### config.mk
export PLATFORM = sky130hd
export DESIGN_NAME = bram_line_requester_flat
export DESIGN_NICKNAME = d
export VERILOG_FILES = /design/src/rtl/bram_line_requester_if.sv /design/src/rtl/bram_line_requester.sv /design/src/flat_wrapper.sv
export SDC_FILE = /design/constraint.sdc
export NUM_CORES = 1
export LEC_CHECK = 0
export CELL_PAD_IN_SITES_DETAIL_PLACEMENT = 0
export CELL_PAD_IN_SITES_GLOBAL_PLACEMENT = 1
export CORE_ASPECT_RATIO = 0.7
export CORE_MARGIN = 2
export CORE_UTILIZATION = 30
export CTS_CLUSTER_SIZE = 10
export DETAILED_ROUTE_END_ITERATION = 10
export GPL_TIMING_DRIVEN = 0
export PLACE_DENSITY_LB_ADDON = 0.25
export SLEW_MARGIN = 20
export SYNTH_ARGS = -nofsm -noshare
export SYNTH_HDL_FRONTEND = slang
export SYNTH_SLANG_ARGS = --single-unit
export TNS_END_PERCENT = 20
### constraint.sdc
create_clock -name clock -period 4.7 [get_ports clock]
set_clock_uncertainty 0.2 [all_clocks]
set_input_delay 0.94 -clock clock [delete_from_list [all_inputs] [get_ports clock]]
set_output_delay 0.94 -clock clock [all_outputs]
set_load 0.05 [all_outputs]
### src/rtl/bram_line_requester_if.sv
// Line request/response channels between a cache controller (master)
// and the BRAM line requester (slave).
interface bram_line_requester_if #(
    parameter int DATA_WIDTH     = 32,
    parameter int ADDR_WIDTH     = 32,
    parameter int WORDS_PER_LINE = 4
);
    logic                                 req_valid;
    logic                                 req_ready;
    logic                                 req_write;
    logic [ADDR_WIDTH-1:0]                req_address;
    logic [DATA_WIDTH*WORDS_PER_LINE-1:0] req_data;
    logic                                 resp_valid;
    logic                                 resp_ready;
    logic                                 resp_write;
    logic [DATA_WIDTH*WORDS_PER_LINE-1:0] resp_data;

    modport master (
        output req_valid, req_write, req_address, req_data, resp_ready,
        input  req_ready, resp_valid, resp_write, resp_data
    );

    modport slave (
        input  req_valid, req_write, req_address, req_data, resp_ready,
        output req_ready, resp_valid, resp_write, resp_data
    );
endinterface

### src/rtl/bram_line_requester.sv
// Serialises whole-line cache reads/writes into single-word accesses on one
// port of a block RAM with a one-cycle registered read.
module bram_line_requester #(
    parameter int DATA_WIDTH     = 32,
    parameter int ADDR_WIDTH     = 32,
    parameter int WORDS_PER_LINE = 4,
    parameter int OFFSET_BITS    = 2
) (
    input  logic                  clock,
    input  logic                  reset,
    bram_line_requester_if.slave  bus,
    output logic                  mem_we,
    output logic [ADDR_WIDTH-1:0] mem_address,
    output logic [DATA_WIDTH-1:0] mem_data_in,
    input  logic [DATA_WIDTH-1:0] mem_data_out
);
    localparam int CW = OFFSET_BITS + 1;

    typedef enum logic [1:0] {IDLE, WRITE, READ, RESPOND} state_t;

    state_t                                        state;
    logic [CW-1:0]                                 cnt;
    logic [ADDR_WIDTH-1:0]                         base;
    logic [WORDS_PER_LINE-1:0][DATA_WIDTH-1:0]     wr_line;
    logic [WORDS_PER_LINE-1:0][DATA_WIDTH-1:0]     rd_line;
    logic [WORDS_PER_LINE-1:0][DATA_WIDTH-1:0]     rd_line_nxt;
    logic [WORDS_PER_LINE-1:0][DATA_WIDTH-1:0]     resp_line;
    logic                                          resp_valid_q;
    logic                                          resp_write_q;
    logic [OFFSET_BITS-1:0]                        wr_idx;
    logic [OFFSET_BITS-1:0]                        rd_idx;

    assign wr_idx = cnt[OFFSET_BITS-1:0];
    // Read data lags the address by one beat; wraps to the last word on the drain beat.
    assign rd_idx = wr_idx - OFFSET_BITS'(1);

    assign bus.req_ready  = (state == IDLE) && !reset;
    assign bus.resp_valid = resp_valid_q;
    assign bus.resp_write = resp_write_q;
    assign bus.resp_data  = resp_line;

    always_comb begin
        rd_line_nxt = rd_line;
        if (cnt != '0)
            rd_line_nxt[rd_idx] = mem_data_out;
    end

    always_comb begin
        mem_we      = 1'b0;
        mem_address = '0;
        mem_data_in = '0;
        case (state)
            WRITE: begin
                mem_we      = 1'b1;
                mem_address = base + ADDR_WIDTH'(cnt);
                mem_data_in = wr_line[wr_idx];
            end
            READ: begin
                if (cnt != CW'(WORDS_PER_LINE))
                    mem_address = base + ADDR_WIDTH'(cnt);
            end
            default: ;
        endcase
    end

    always_ff @(posedge clock) begin
        if (reset) begin
            state        <= IDLE;
            cnt          <= '0;
            base         <= '0;
            wr_line      <= '0;
            rd_line      <= '0;
            resp_line    <= '0;
            resp_valid_q <= 1'b0;
            resp_write_q <= 1'b0;
        end else begin
            case (state)
                IDLE: begin
                    if (bus.req_valid) begin
                        base         <= bus.req_address & ~ADDR_WIDTH'(WORDS_PER_LINE - 1);
                        wr_line      <= bus.req_data;
                        resp_write_q <= bus.req_write;
                        cnt          <= '0;
                        state        <= bus.req_write ? WRITE : READ;
                    end
                end
                WRITE: begin
                    cnt <= cnt + CW'(1);
                    if (cnt == CW'(WORDS_PER_LINE - 1)) begin
                        state        <= RESPOND;
                        resp_valid_q <= 1'b1;
                    end
                end
                READ: begin
                    rd_line <= rd_line_nxt;
                    cnt     <= cnt + CW'(1);
                    if (cnt == CW'(WORDS_PER_LINE)) begin
                        state        <= RESPOND;
                        resp_valid_q <= 1'b1;
                        resp_line    <= rd_line_nxt;
                    end
                end
                RESPOND: begin
                    if (bus.resp_ready) begin
                        state        <= IDLE;
                        resp_valid_q <= 1'b0;
                    end
                end
                default: state <= IDLE;
            endcase
        end
    end
endmodule

### src/flat_wrapper.sv
// flat-port wrapper written by rule: the top's interface ports become plain ports
module bram_line_requester_flat 
#(
    parameter int DATA_WIDTH     = 32,
    parameter int ADDR_WIDTH     = 32,
    parameter int WORDS_PER_LINE = 4,
    parameter int OFFSET_BITS    = 2
)
  (clock, reset, mem_we, mem_address, mem_data_in, mem_data_out, bus_req_valid, bus_req_write, bus_req_address, bus_req_data, bus_resp_ready, bus_req_ready, bus_resp_valid, bus_resp_write, bus_resp_data);
  bram_line_requester_if #(.DATA_WIDTH(DATA_WIDTH), .ADDR_WIDTH(ADDR_WIDTH), .WORDS_PER_LINE(WORDS_PER_LINE)) bus_i ();
  input  logic clock;
  input  logic reset;
  output logic mem_we;
  output logic [ADDR_WIDTH-1:0] mem_address;
  output logic [DATA_WIDTH-1:0] mem_data_in;
  input  logic [DATA_WIDTH-1:0] mem_data_out;
  input wire logic [$bits(bus_i.req_valid)-1:0] bus_req_valid;
  input wire logic [$bits(bus_i.req_write)-1:0] bus_req_write;
  input wire logic [$bits(bus_i.req_address)-1:0] bus_req_address;
  input wire logic [$bits(bus_i.req_data)-1:0] bus_req_data;
  input wire logic [$bits(bus_i.resp_ready)-1:0] bus_resp_ready;
  output wire logic [$bits(bus_i.req_ready)-1:0] bus_req_ready;
  output wire logic [$bits(bus_i.resp_valid)-1:0] bus_resp_valid;
  output wire logic [$bits(bus_i.resp_write)-1:0] bus_resp_write;
  output wire logic [$bits(bus_i.resp_data)-1:0] bus_resp_data;
  assign bus_i.req_valid = bus_req_valid;
  assign bus_i.req_write = bus_req_write;
  assign bus_i.req_address = bus_req_address;
  assign bus_i.req_data = bus_req_data;
  assign bus_i.resp_ready = bus_resp_ready;
  assign bus_req_ready = bus_i.req_ready;
  assign bus_resp_valid = bus_i.resp_valid;
  assign bus_resp_write = bus_i.resp_write;
  assign bus_resp_data = bus_i.resp_data;
  bram_line_requester #(.DATA_WIDTH(DATA_WIDTH), .ADDR_WIDTH(ADDR_WIDTH), .WORDS_PER_LINE(WORDS_PER_LINE), .OFFSET_BITS(OFFSET_BITS)) u_core (.clock(clock), .reset(reset), .bus(bus_i), .mem_we(mem_we), .mem_address(mem_address), .mem_data_in(mem_data_in), .mem_data_out(mem_data_out));
endmodule
== Word-level counts from Yosys, hierarchy flattened ==
Index checks and enable logic that the tools add are counted.
Widths: inputs -> output; s select.
Storage, ports and cells
  output and inout bits: 196
  RAM bits: 0
  memory bits (read-only): 0
  word-level logic and storage cells: 68
  memories kept: 0
  bits in registers: 421
  latch bits: 0
  input port bits: 197
Cells by class
  order comparisons: 3
  $mul: 0
  eq/ne operators: 10
  muxes and demuxes: 22
  add/sub/neg operators: 3
  reduce and logical (&&, ||, !) cells: 13
  shift-type cells: 0
  bitwise gates (word level): 0
  div/mod/pow operators: 0
Operators with widths (count)
  $bwmux 128: 1
  $mux 128: 1
  $mux 32: 4
  $bmux 32 s2: 1
  $demux 32 s2: 1
  $pmux 32 s2: 1
  $add 32x3->32: 1
  $mux 2: 5
  $pmux 2 s4: 1
  $reduce_and 4->1: 2
  $lt 2x3->1 const B: 2
  $pmux 3 s2: 1
  $reduce_and 2->1: 3
  $reduce_bool 3->1: 2
  $eq 2x2->1 const B: 2
  $mux 1: 4
  $ne 2x1->1 const B: 2
  $ne 2x2->1 const B: 2
  $add 3x1->3 const B: 1
  $eq 3x2->1 const B: 1
  $eq 3x3->1 const B: 1
  $mux 3: 1
  $ne 3x3->1 const B: 1
  $pmux 1 s3: 1
  other kinds (8): 9

== Depth between registers and ports, before layout ==
Gate-level depths: netlist of run 1.
  depth after elaboration: 7
  depth in mapped cells: 11
  gate-level depth less buffers: 6

== Worst setup path before layout of run 1 ==
No wires, ideal clock.
  path kind: register to output
  start point: register u_core.cnt[1]
  end point: output mem_address[16]
  slack: 0.664 ns
  data required time: 3.560 ns
  buffers on the path: 4
  cell stages (with the launch flop): 10
  data arrival time: 2.896 ns
  path through: dfxtp_1 -> buf_2 -> buf_2 -> buf_2 -> inv_1 -> ha_1 -> a21boi_1 -> o21ai_1 -> clkbuf_1 -> a21oi_1
On the way
  word-level cells in the longest chain between the ends: 3
  elaborated cells on any way between the ends: 4
  classes of those cells: 1 x add/sub; 1 x eq/ne; 2 x mux
Ends and longest elaborated chain
  from (decl): RTL line bram_line_requester.sv:22  | logic [CW-1:0] cnt;
  from (signal assigned): RTL line bram_line_requester.sv:88  | cnt <= cnt + CW'(1);
  from (signal assigned): RTL line bram_line_requester.sv:96  | cnt <= cnt + CW'(1);
  $add 32x3->32 or $ne 3x3->1 (tied branches): RTL line bram_line_requester.sv:55, bram_line_requester.sv:60, bram_line_requester.sv:59
  $mux 32: RTL line bram_line_requester.sv:59  | if (cnt != CW'(WORDS_PER_LINE))
  $pmux 32 s2 (*): RTL line bram_line_requester.sv:52  | case (state)
  to (decl): RTL line flat_wrapper.sv:14  | output logic [ADDR_WIDTH-1:0] mem_address;
Mark *: on every way between the ends. The rest lies on a longest branch, timed or not.

== Worst setup path after layout of run 1 ==
  start point: input reset
  end point: output bus_req_ready
On the way
  word-level cells in the longest chain between the ends: 2
Ends and longest elaborated chain
  from (decl): RTL line flat_wrapper.sv:12  | input logic reset;
  $logic_not 1->1: RTL line bram_line_requester.sv:37  | assign bus.req_ready = (state == IDLE) && !reset;
  $logic_and 1x1->1: RTL line bram_line_requester.sv:37
  to (decl): RTL line flat_wrapper.sv:22  | output wire logic [$bits(bus_i.req_ready)-1:0] bus_req_ready;
No other way between the ends.

==> results of run 1 <==
[where the power goes]
group / total (uW) / internal (uW) / switching (uW) / leakage [uW]
Clock: 3440 / 1930 / 1510 / 0.000666
Combinational: 2930 / 910 / 2020 / 0.00355
Sequential: 4080 / 3870 / 213 / 0.00342
Total: 10500 / 6710 / 3740 / 0.00763
[tightest hold or removal path, cell delays in order, from the launching register on]
cell,delay [ps]
sky130_fd_sc_hd__dfxtp_1,300
sky130_fd_sc_hd__nand2_1,50
sky130_fd_sc_hd__a21oi_1,50
[what timing repair did]
action	in CTS	in global routing
resized for setup	84	8
hold buffers	0	0
endpoints found under the hold margin	0	0
endpoints found under the setup margin	32	23
cloned	0	0
[logic make-up (layout without fill, tap and decap cells)]
family          Yosys count  in the layout
flops                   421            421
fa+ha+maj                12             12
buf+inv                 245            663
simple gates           1097           1097
xor+xnor                 11             11
other cells               0              4
compound gates          456            456
mux                      35             35
[routing by layer]
layer | GRT usage | part of all wire | vias up
li1 | - | - | 8531
met1 | 0.340 | 0.47 | 8777
met2 | 0.348 | 0.43 | 619
met3 | 0.0527 | 0.080 | 99
met4 | 0.0585 | 0.019 | 2
met5 | 0 | 0.00022 | -
[final cells by class]
| cell class | count | area share |
|---|---|---|
| Tap cell | 798 | 0.0420 |
| Clock inverter | 5 | 0.00216 |
| Antenna cell | 4 | 0.000421 |
| Clock buffer | 58 | 0.0547 |
| Buffer | 233 | 0.0420 |
| Inverter | 10 | 0.00158 |
| Multi-Input combinational cell | 1611 | 0.352 |
| Timing Repair Buffer | 357 | 0.151 |
| Sequential cell | 421 | 0.354 |
[cell usage in the layout, fill, tap and decap left out, types with 3 or more instances in the layout]
master                            netlist  layout
sky130_fd_sc_hd__a21oi_1              304     304
sky130_fd_sc_hd__a311oi_1             129     129
sky130_fd_sc_hd__and2_1                36      36
sky130_fd_sc_hd__and3_1                 7       7
sky130_fd_sc_hd__and4_1                 3       3
sky130_fd_sc_hd__buf_1                  6       6
sky130_fd_sc_hd__buf_2                 44      39
sky130_fd_sc_hd__clkbuf_1             153     157
sky130_fd_sc_hd__clkbuf_16              0      50
sky130_fd_sc_hd__clkbuf_2              30      32
sky130_fd_sc_hd__clkdlybuf4s15_2        0      21
sky130_fd_sc_hd__clkdlybuf4s50_1        0     325
sky130_fd_sc_hd__clkinv_2               0       3
sky130_fd_sc_hd__dfxtp_1              421     420
sky130_fd_sc_hd__diode_2                0       4
sky130_fd_sc_hd__dlygate4sd2_1          0       9
sky130_fd_sc_hd__ha_1                  12      12
sky130_fd_sc_hd__inv_1                 10      10
sky130_fd_sc_hd__mux2i_1                3       3
sky130_fd_sc_hd__mux4_2                32      32
sky130_fd_sc_hd__nand2_1              722     722
sky130_fd_sc_hd__nand2b_1               5       5
sky130_fd_sc_hd__nand3_1              140     140
sky130_fd_sc_hd__nand4_1                6       6
sky130_fd_sc_hd__nor2_1               147     147
sky130_fd_sc_hd__nor4_1                 3       3
sky130_fd_sc_hd__o21ai_0                9       9
sky130_fd_sc_hd__o31ai_1                7       7
sky130_fd_sc_hd__or3_1                  9       9
sky130_fd_sc_hd__or4_1                  7       7
sky130_fd_sc_hd__xnor2_1                4       4
sky130_fd_sc_hd__xor2_1                 7       7
[flip-flops by register name, summed over array words and instances (netlist names)]
signal                 flops
u_core.bus.resp_data     128
u_core.bus.resp_write      1
u_core.rd_line           128
u_core.base               30
u_core.bus.resp_valid      1
u_core.state               2
u_core.cnt                 3
u_core.wr_line           128
[how the worst max path moves through the flow]
stage	startpoint	to	slack, ps	cells after the start
after global routing	u_core.cnt[0]$_SDFFE_PP0P_	mem_address[6]	10	9
after CTS	u_core.cnt[2]$_SDFFE_PP0P_	mem_address[28]	5	8
final	reset	bus_req_ready	130	5
after global placement	u_core.cnt[1]$_SDFFE_PP0P_	mem_address[25]	-500	10
after detailed placement	u_core.cnt[0]$_SDFFE_PP0P_	mem_address[25]	-520	10
after floorplan	u_core.cnt[1]$_SDFFE_PP0P_	mem_address[16]	660	9
[per-stage QoR]
step           total power [uW]  instances
2_1_floorplan              5930       2277
3_3_place_gp               7010       3432
5_1_grt                   11000       3496
4_1_cts                   10500       3493
6_report                  10500       3497
3_5_place_dp               7050       3432
[cell usage after synthesis, drive strengths merged, types with 5 or more instances]
master	number	area [um2]
a21oi	304	1520
nand2b	5	31.3
clkbuf	183	724
o31ai	7	52.6
nand3	141	711
nand4	8	62.6
nand2	723	2720
mux4	32	721
inv	10	37.5
a311oi	129	1130
xor2	7	61.3
and2	36	225
and4	5	47.6
and3	7	43.8
o21ai	10	50.0
buf	52	262
nor2	147	552
ha	12	150
or4	7	52.6
dfxtp	421	8430
or3	9	56.3
==> results by group, run 1 <==
Route
  – Initial DRC count: 1343
  – Post-detailed-route count of antenna-violating nets: 0
  – Detailed-route wire length: 73.2 mm
  – Drt first pass iters: 6
  – DRC viols: 0
  – Detail-routed via count per cell: 5.16
  – Routed wirelength normalized by instance count: 20.9 um
  – Via count: 18000

Clocking
  – Post-CTS Setup Inserts: 0
  – Clock latency at the later pin of the worst-skew pair: 580 ps
  – Number of buffers added by the clock tree synthesis step: 49
  – Clock-pin slew of the registers on the worst-case setup and hold paths: 60 ps
  – Clock tree from TritonCTS: yes
  – H-tree levels: 2
  – Clock root buffer: sky130_fd_sc_hd__clkbuf_16
  – Maximum clock path buffer count: 3
  – Clk sinks: 421

GRT
  – Aggregate global routing overflow: 0
  – Vias in the first global route: 17400
  – First-pass GRT wire length: 109 mm
  – Global Route Usage Sum: 0.234
  – Pin count of the biggest net entering global routing: 20
  – Antenna violations before repair: 6

Pwr
  – Maximum ir drop on the vdd rail: 268 uV
  – Power density over cell area: 439 nW/um2
  – Leak Pwr: 0.00763 uW

STA
  – Final total negative setup slack: 0 ps
  – Worst-margin pin slew: 900 ps
  – Fmax: 0.219 GHz
  – Unrepaired setup endpoints after global routing: false
  – Max_slew headroom: 0.400
  – Post-route setup slack: 133 ps
  – Final critical path time including I/O delays and setup: 4570 ps
  – Final hold violation count: 0
  – Portion of the clock cycle consumed by the worst path in the final layout: 0.972
  – Final setup violation count: 0
  – Pins Over Slew Limit: 0
  – Post-route worst hold slack: 251 ps

Critical path
  – Required arrival time at the worst endpoint: 3560 ps
  – Delay-heaviest family, CP: buffers and inverters
  – Data arrival time of the critical path: 3430 ps
  – Crit path cell chain: clkbuf_1 -> clkbuf_1 -> clkbuf_1 -> nor2_1 -> clkdlybuf4s50_1
  – Worst reg2reg path depth: 10
  – Critical path buffers and inverters: 4
  – Critical Path End Type: output port
  – Cell mode on critical path: sky130_fd_sc_hd__clkbuf_1
  – Reg2reg end: u_core.rd_line[62]$_SDFFE_PP0N_
  – Max stage delay cell, worst path: sky130_fd_sc_hd__clkdlybuf4s50_1
  – Reg2reg setup slack: 1420 ps
  – Crit-path max cell delay: 780 ps
  – WS Path Type: input pin to output port
  – CP max FO: 10
  – Crit Reg-Reg Startpoint: u_core.cnt[0]$_SDFFE_PP0P_
  – Kind of start point of the critical path: input pin

Logic synthesis
  – Number of instances in the synthesized netlist: 2277
  – Number of flops mapped to enable cells by yosys: 0
  – Cell Area, Synth: 17800 um2
  – Net count after synthesis: 2486
  – Share of the yosys chip area belonging to registers: 0.473
  – Primary flip-flop cell chosen by synthesis mapping: sky130_fd_sc_hd__dfxtp_1
  – Simple-gate portion of the synthesized area: 0.256
  – Count of warnings emitted by yosys: 0
  – Async S/R FF share, synth: 0
  – Number of library cell types mapped by synthesis: 44
  – Complex-gate fraction of the synthesized area: 0.158
  – Dominant combinational cell family by area after synthesis: simple AND/OR/NAND/NOR gates
  – Synthesis-stage register bit count: 421
  – Post-synthesis share of cell area spent on full adders, half adders and majority gates: 0.00843
  – Parity-gate share of the synthesized area counting xor and xnor cells: 0.00541
  – Post-synthesis average cell area: 7.83 um2
  – Multiplexer share of the synthesized area: 0.0421

Floorplanning
  – Die extent in y: 208 um
  – Initial core utilization: 0.305
  – Horizontal extent of the die: 295 um
  – Top-level port count: 393
  – Placeable Area: 58500 um2
  – Number of core rows: 74
  – Die area: 61400 um2

Placement
  – Worst slack at placement: -521 ps
  – DP HPWL: 55.9 mm
  – # port buffers: 357
  – Final estimated routing congestion in global placement: 0.881
  – Dpl cell area: 22400 um2

Cells and area
  – Filler Cell Count: 6034
  – Syn-to-layout area delta: 33.5%
  – Area of combinational cells with multiple inputs: 8380 um2
  – Finished layout cell area: 23800 um2
  – Final net count: 2892
  – Fraction of layout cells with a size suffix above 1: 0.0738
  – Area used by sequential logic in the layout: 8430 um2
  – End-of-flow core utilization: 0.407

Min path
  – Path class of the lowest-slack min-delay path: flip-flop to flip-flop
  – Cell depth of the worst hold path: 2
  – Start point of the worst hold path: u_core.wr_line[82]$_SDFFE_PP0P_
  – Destination of the worst hold path: u_core.wr_line[82]$_SDFFE_PP0P_

Run status
  – Status: complete, no violations

Run
  – Maximum Capacitance Violations: 0
Power figures use the tool's default switching activity.
==> inputs of run 2 (changes only) <==
--- a/config.mk
+++ b/config.mk
@@ -10,7 +10,7 @@
 export CORE_ASPECT_RATIO = 0.7
 export CORE_MARGIN = 2
 export CORE_UTILIZATION = 30
-export CTS_CLUSTER_SIZE = 10
+export CTS_CLUSTER_SIZE = 25
 export DETAILED_ROUTE_END_ITERATION = 10
 export GPL_TIMING_DRIVEN = 0
 export PLACE_DENSITY_LB_ADDON = 0.25
==> constraint.sdc (replaced) <==
create_clock -name clock -period 4.6 [get_ports clock]
set_clock_uncertainty 0.2 [all_clocks]
set_input_delay 0.92 -clock clock [delete_from_list [all_inputs] [get_ports clock]]
set_output_delay 0.92 -clock clock [all_outputs]
set_load 0.05 [all_outputs]
==> run 2 against run 1 <==
Register-to-register slack worse by 180 ps. Largest power group unchanged. Combinational power is 2% higher. Die area stayed put. Final cell count is 0.46% higher. Critical path type unchanged. Worst hold slack better by 2.4 ps. Wire length is 0.32% lower. Non-clock buffer count stayed put. Total power is 3.9% higher.
==> results by group, run 2 (same netlist as run 1, synthesis figures left out) <==
GRT
  – First-pass GRT wire length: 109 mm
  – Aggregate global routing overflow: 0
  – Antenna violations before repair: 5
  – Global Route Usage Sum: 0.233
  – Vias in the first global route: 17400
  – Pin count of the biggest net entering global routing: 20

STA
  – Pins Over Slew Limit: 0
  – Final setup violation count: 0
  – Fmax: 0.222 GHz
  – Unrepaired setup endpoints after global routing: true
  – Max_slew headroom: 0.393
  – Final critical path time including I/O delays and setup: 4500 ps
  – Portion of the clock cycle consumed by the worst path in the final layout: 0.979
  – Worst-margin pin slew: 911 ps
  – Final hold violation count: 0

Route
  – Routed wirelength normalized by instance count: 20.8 um
  – Initial DRC count: 1340
  – Detail-routed via count per cell: 5.14
  – Post-detailed-route count of antenna-violating nets: 0
  – DRC viols: 0
  – Drt first pass iters: 5
  – Via count: 18100
  – Detailed-route wire length: 73.0 mm

Floorplanning
  – Die area: 61400 um2
  – Top-level port count: 393
  – Initial core utilization: 0.305
  – Placeable Area: 58500 um2
  – Number of core rows: 74
  – Horizontal extent of the die: 295 um
  – Die extent in y: 208 um

Pwr
  – Leak Pwr: 0.00768 uW
  – Post-route total power: 10900 uW
  – Maximum ir drop on the vdd rail: 245 uV
  – Power density over cell area: 455 nW/um2

Cells and area
  – Finished layout cell area: 23900 um2
  – Final net count: 2888
  – Filler Cell Count: 6030
  – Most frequent cells in the layout: 722 x sky130_fd_sc_hd__nand2_1, 420 x sky130_fd_sc_hd__dfxtp_1, 325 x sky130_fd_sc_hd__clkdlybuf4s50_1, 304 x sky130_fd_sc_hd__a21oi_1, 164 x sky130_fd_sc_hd__clkbuf_1
  – Area of combinational cells with multiple inputs: 8380 um2
  – Area used by sequential logic in the layout: 8430 um2
  – Fraction of layout cells with a size suffix above 1: 0.0774
  – Syn-to-layout area delta: 33.9%
  – Leading cell type in the layout, fill and taps excluded: sky130_fd_sc_hd__nand2_1

Critical path
  – Crit path cell chain: clkbuf_1 -> clkbuf_1 -> clkbuf_1 -> nor2_1 -> clkdlybuf4s50_1
  – CP max FO: 10
  – Cell mode on critical path: sky130_fd_sc_hd__clkbuf_1
  – WS Path Type: input pin to output port
  – Kind of start point of the critical path: input pin
  – Critical Path End Type: output port
  – Crit-path max cell delay: 770 ps
  – Reg2reg setup slack: 1240 ps
  – Required arrival time at the worst endpoint: 3480 ps
  – Data arrival time of the critical path: 3380 ps
  – Max stage delay cell, worst path: sky130_fd_sc_hd__clkdlybuf4s50_1

Clocking
  – Clock tree from TritonCTS: yes
  – Clock-pin slew of the registers on the worst-case setup and hold paths: 60 ps
  – H-tree levels: 2
  – Clock root buffer: sky130_fd_sc_hd__clkbuf_16
  – Post-CTS Setup Inserts: 0
  – CTS hold repair buffers: 0
  – Clock latency at the later pin of the worst-skew pair: 580 ps
  – Maximum clock path buffer count: 3
  – Clk sinks: 421
  – CTS-repair resized insts: 87
  – Number of buffers added by the clock tree synthesis step: 45

Run status
  – Status: complete, no violations

Placement
  – # port buffers: 357
  – Final estimated routing congestion in global placement: 0.881
  – DP HPWL: 55.9 mm
  – Dpl cell area: 22400 um2

Min path
  – Path class of the lowest-slack min-delay path: flip-flop to flip-flop

Run
  – Maximum Capacitance Violations: 0
[run 2: cell types whose count changed in the layout (fill, tap and decap cells not counted), sizes merged]
cell and delta:
diode -2, clkdlybuf4s15 -3, clkinv +5, clkbuf +4, inv +1, buf +5, clkinvlp +2, bufinv +4
[run 2: through the flow]
step	TNS, ps	hold slack, ps	setup slack (ps)	instances	utilization
2_1_floorplan	0	233	584	2277	-
3_3_place_gp	-12350	240	-579	3432	0.383
3_5_place_dp	-13010	247	-601	3432	0.383
4_1_cts	0	254	27.4	3511	0.408
5_1_grt	-43.7	271	-43.7	3513	0.408
6_report	0	253	95.2	3513	0.408
[run 2: critical path: cells and delay by family]
family	cells	cell delay, ps
buffers and inverters	4	2370
AND/OR/NAND/NOR	1	80
[run 2: path summary, 6_finish.rpt]
path                                          end                            start  cells after the start
setup / recovery                    bus_req_ready                            reset                      5
hold / removal    u_core.wr_line[82]$_SDFFE_PP0P_  u_core.wr_line[82]$_SDFFE_PP0P_                      2
setup reg to reg  u_core.rd_line[59]$_SDFFE_PP0N_       u_core.cnt[0]$_SDFFE_PP0P_                     10
hold reg to reg   u_core.wr_line[82]$_SDFFE_PP0P_  u_core.wr_line[82]$_SDFFE_PP0P_                      2
[run 2: cell type report]
class / count / area share
plain buffers: 233 / 0.0419
flip-flops and latches: 421 / 0.353
clock inverters: 17 / 0.00844
clock buffers: 64 / 0.0527
inverters: 10 / 0.00157
well taps: 798 / 0.0418
repair buffers: 357 / 0.149
multi-input cells: 1611 / 0.351
diodes: 2 / 0.000210
[run 2: per-layer routing]
layer | vias up | part of all wire | GRT usage
li1 | 8543 | - | -
met1 | 8822 | 0.48 | 0.340
met2 | 614 | 0.43 | 0.350
met3 | 91 | 0.076 | 0.0507
met4 | 2 | 0.018 | 0.0537
met5 | - | 0.00022 | 0
[run 2: power by group]
group,switching [uW],internal (uW)
sequential,219,3950
combinational,2060,929
clock,1560,2130
==> inputs of run 3 (changes only) <==
--- a/config.mk
+++ b/config.mk
@@ -12,9 +12,8 @@
 export CORE_UTILIZATION = 30
 export CTS_CLUSTER_SIZE = 25
 export DETAILED_ROUTE_END_ITERATION = 10
-export GPL_TIMING_DRIVEN = 0
 export PLACE_DENSITY_LB_ADDON = 0.25
-export SLEW_MARGIN = 20
+export SLEW_MARGIN = 5
 export SYNTH_ARGS = -nofsm -noshare
 export SYNTH_HDL_FRONTEND = slang
 export SYNTH_SLANG_ARGS = --single-unit
==> constraint.sdc (replaced) <==
create_clock -name clock -period 5 [get_ports clock]
set_clock_uncertainty 0.2 [all_clocks]
set_input_delay 1 -clock clock [delete_from_list [all_inputs] [get_ports clock]]
set_output_delay 1 -clock clock [all_outputs]
set_load 0.05 [all_outputs]
==> run 3 against run 2 <==
The run now ends with slew limit left. Critical endpoint is now mem_address[18]. Sequential cell count stayed put. Sequential power is 8.4% lower. Worst hold slack lost 1.4 ps. Die area stayed put. Via count down 7.0%. First-iteration DRC count shrank 24%. Sequential share of layout area rose by 0.46 points. Critical path depth is 2 higher. Clock-buffer cell count unchanged. Total power fell by 9.3%. Utilization down 0.51 points. Wire length fell by 13%.
==> results by group, run 3 (same netlist as run 1, synthesis figures left out) <==
Floorplanning
  – Placeable Area: 58500 um2
  – Die extent in y: 208 um
  – Top-level port count: 393
  – Horizontal extent of the die: 295 um
  – Number of core rows: 74
  – Initial core utilization: 0.305
  – Die area: 61400 um2

Clocking
  – Clock-pin slew of the registers on the worst-case setup and hold paths: 60 ps
  – Number of buffers added by the clock tree synthesis step: 45
  – CTS-repair resized insts: 1
  – Clock tree from TritonCTS: yes
  – Post-CTS Setup Inserts: 0
  – CTS hold repair buffers: 0
  – Clock latency at the later pin of the worst-skew pair: 560 ps
  – H-tree levels: 2
  – Clock root buffer: sky130_fd_sc_hd__clkbuf_16
  – Maximum clock path buffer count: 3
  – Clk sinks: 421

Cells and area
  – Final net count: 2714
  – Most frequent cells in the layout: 721 x sky130_fd_sc_hd__nand2_1, 419 x sky130_fd_sc_hd__dfxtp_1, 380 x sky130_fd_sc_hd__clkdlybuf4s50_1, 304 x sky130_fd_sc_hd__a21oi_1, 147 x sky130_fd_sc_hd__nor2_1
  – Area used by sequential logic in the layout: 8430 um2
  – Syn-to-layout area delta: 32.3%
  – Filler Cell Count: 5992
  – Finished layout cell area: 23600 um2
  – Fraction of layout cells with a size suffix above 1: 0.0611
  – End-of-flow core utilization: 0.403
  – Area of combinational cells with multiple inputs: 8420 um2
  – Leading cell type in the layout, fill and taps excluded: sky130_fd_sc_hd__nand2_1

GRT
  – First-pass GRT wire length: 97.7 mm
  – Aggregate global routing overflow: 0
  – Pin count of the biggest net entering global routing: 230
  – Global Route Usage Sum: 0.202
  – Antenna violations before repair: 5
  – Vias in the first global route: 16400

Route
  – Detail-routed via count per cell: 5.03
  – DRC viols: 0
  – Via count: 16800
  – Routed met3 length: 3.25 mm
  – Post-detailed-route count of antenna-violating nets: 0
  – Initial DRC count: 1023
  – Drt first pass iters: 5
  – Detailed-route wire length: 63.4 mm
  – Routed wirelength normalized by instance count: 19.0 um
  – Highest metal layer used by the detailed router: met4
  – Sum of routed wire segments on met1: 29.6 mm
  – Met2 Wirelength: 29.2 mm

Critical path
  – Worst reg2reg path depth: 6
  – Critical Path End Type: output port
  – Kind of start point of the critical path: flip-flop
  – Crit Reg-Reg Startpoint: u_core.cnt[0]$_SDFFE_PP0P_
  – Required arrival time at the worst endpoint: 3800 ps
  – WS Path Type: flip-flop to output port
  – Reg2reg end: u_core.rd_line[15]$_SDFFE_PP0N_
  – Reg2reg setup slack: 1820 ps
  – Data arrival time of the critical path: 3530 ps
  – CP max FO: 14

Pwr
  – Maximum ir drop on the vdd rail: 230 uV
  – Power density over cell area: 418 nW/um2
  – Leak Pwr: 0.00748 uW

STA
  – Fmax: 0.212 GHz
  – Pins Over Slew Limit: 47
  – Unrepaired setup endpoints after global routing: false
  – Final setup violation count: 0
  – Post-route setup slack: 274 ps
  – Final hold violation count: 0
  – Final critical path time including I/O delays and setup: 4730 ps
  – Final total negative setup slack: 0 ps
  – Portion of the clock cycle consumed by the worst path in the final layout: 0.945
  – Worst-margin pin slew: 1530 ps
  – Max_slew headroom: -0.0205
  – Post-route worst hold slack: 252 ps

Placement
  – Worst slack at placement: 549 ps
  – DP HPWL: 40.7 mm
  – Dpl cell area: 22000 um2
  – Final estimated routing congestion in global placement: 0.831
  – # port buffers: 390

Min path
  – Start point of the worst hold path: u_core.wr_line[76]$_SDFFE_PP0P_
  – Destination of the worst hold path: u_core.wr_line[76]$_SDFFE_PP0P_
  – Path class of the lowest-slack min-delay path: flip-flop to flip-flop
  – Cell depth of the worst hold path: 2

Run
  – Maximum Capacitance Violations: 0

Run status
  – Failing checks: slew limit
  – Status: complete, but fails checks
## run 3: through the flow
step / power [uW] / cells
final: 9850 / 3340
after global placement: 6420 / 3256
after floorplan: 5580 / 2277
after detailed placement: 6440 / 3256
after CTS: 9960 / 3334
after global routing: 10400 / 3339
## run 3: worst max path at each step
stage	start	endpoint	slack [ps]	cells past startpoint
CTS	u_core.cnt[2]$_SDFFE_PP0P_	mem_address[30]	40	7
detailed placement	u_core.cnt[2]$_SDFFE_PP0P_	mem_address[28]	550	7
finish	u_core.cnt[2]$_SDFFE_PP0P_	mem_address[18]	270	7
global route	u_core.cnt[2]$_SDFFE_PP0P_	mem_address[28]	30	7
floorplan	u_core.cnt[1]$_SDFFE_PP0P_	mem_address[16]	900	9
global placement	u_core.cnt[2]$_SDFFE_PP0P_	mem_address[28]	570	7
## run 3: final cells by class
| cell class | count | share of cell area |
|---|---|---|
| Antenna cell | 6 | 0.000637 |
| Clock buffer | 64 | 0.0555 |
| Clock inverter | 14 | 0.00887 |
| Inverter | 10 | 0.00159 |
| Multi-Input combinational cell | 1611 | 0.357 |
| Sequential cell | 421 | 0.358 |
| Tap cell | 798 | 0.0424 |
| Timing Repair Buffer | 416 | 0.176 |
## run 3: metal layers
metal  global-route usage  vias up
met2                0.322      371
li1                     -     8169
met3               0.0342       83
met4               0.0569        0
met1                0.281     8176
met5                    0        -
## run 3: power breakdown
group / internal (uW) / total [uW] / switching [uW] / leakage (uW)
sequential: 3640 / 3820 / 178 / 0.00342
combinational: 792 / 2530 / 1740 / 0.00332
clock: 2070 / 3500 / 1430 / 0.000747
total: 6500 / 9850 / 3340 / 0.00748
## run 3: worst max-delay path: stages, from the launching register on
cell and delay [ps]:
sky130_fd_sc_hd__dfxtp_1 440, sky130_fd_sc_hd__ha_1 250, sky130_fd_sc_hd__ha_1 210, sky130_fd_sc_hd__and4_1 360, sky130_fd_sc_hd__nand4_2 330, sky130_fd_sc_hd__or3_1 400, sky130_fd_sc_hd__a21oi_1 140, sky130_fd_sc_hd__clkdlybuf4s50_1 820
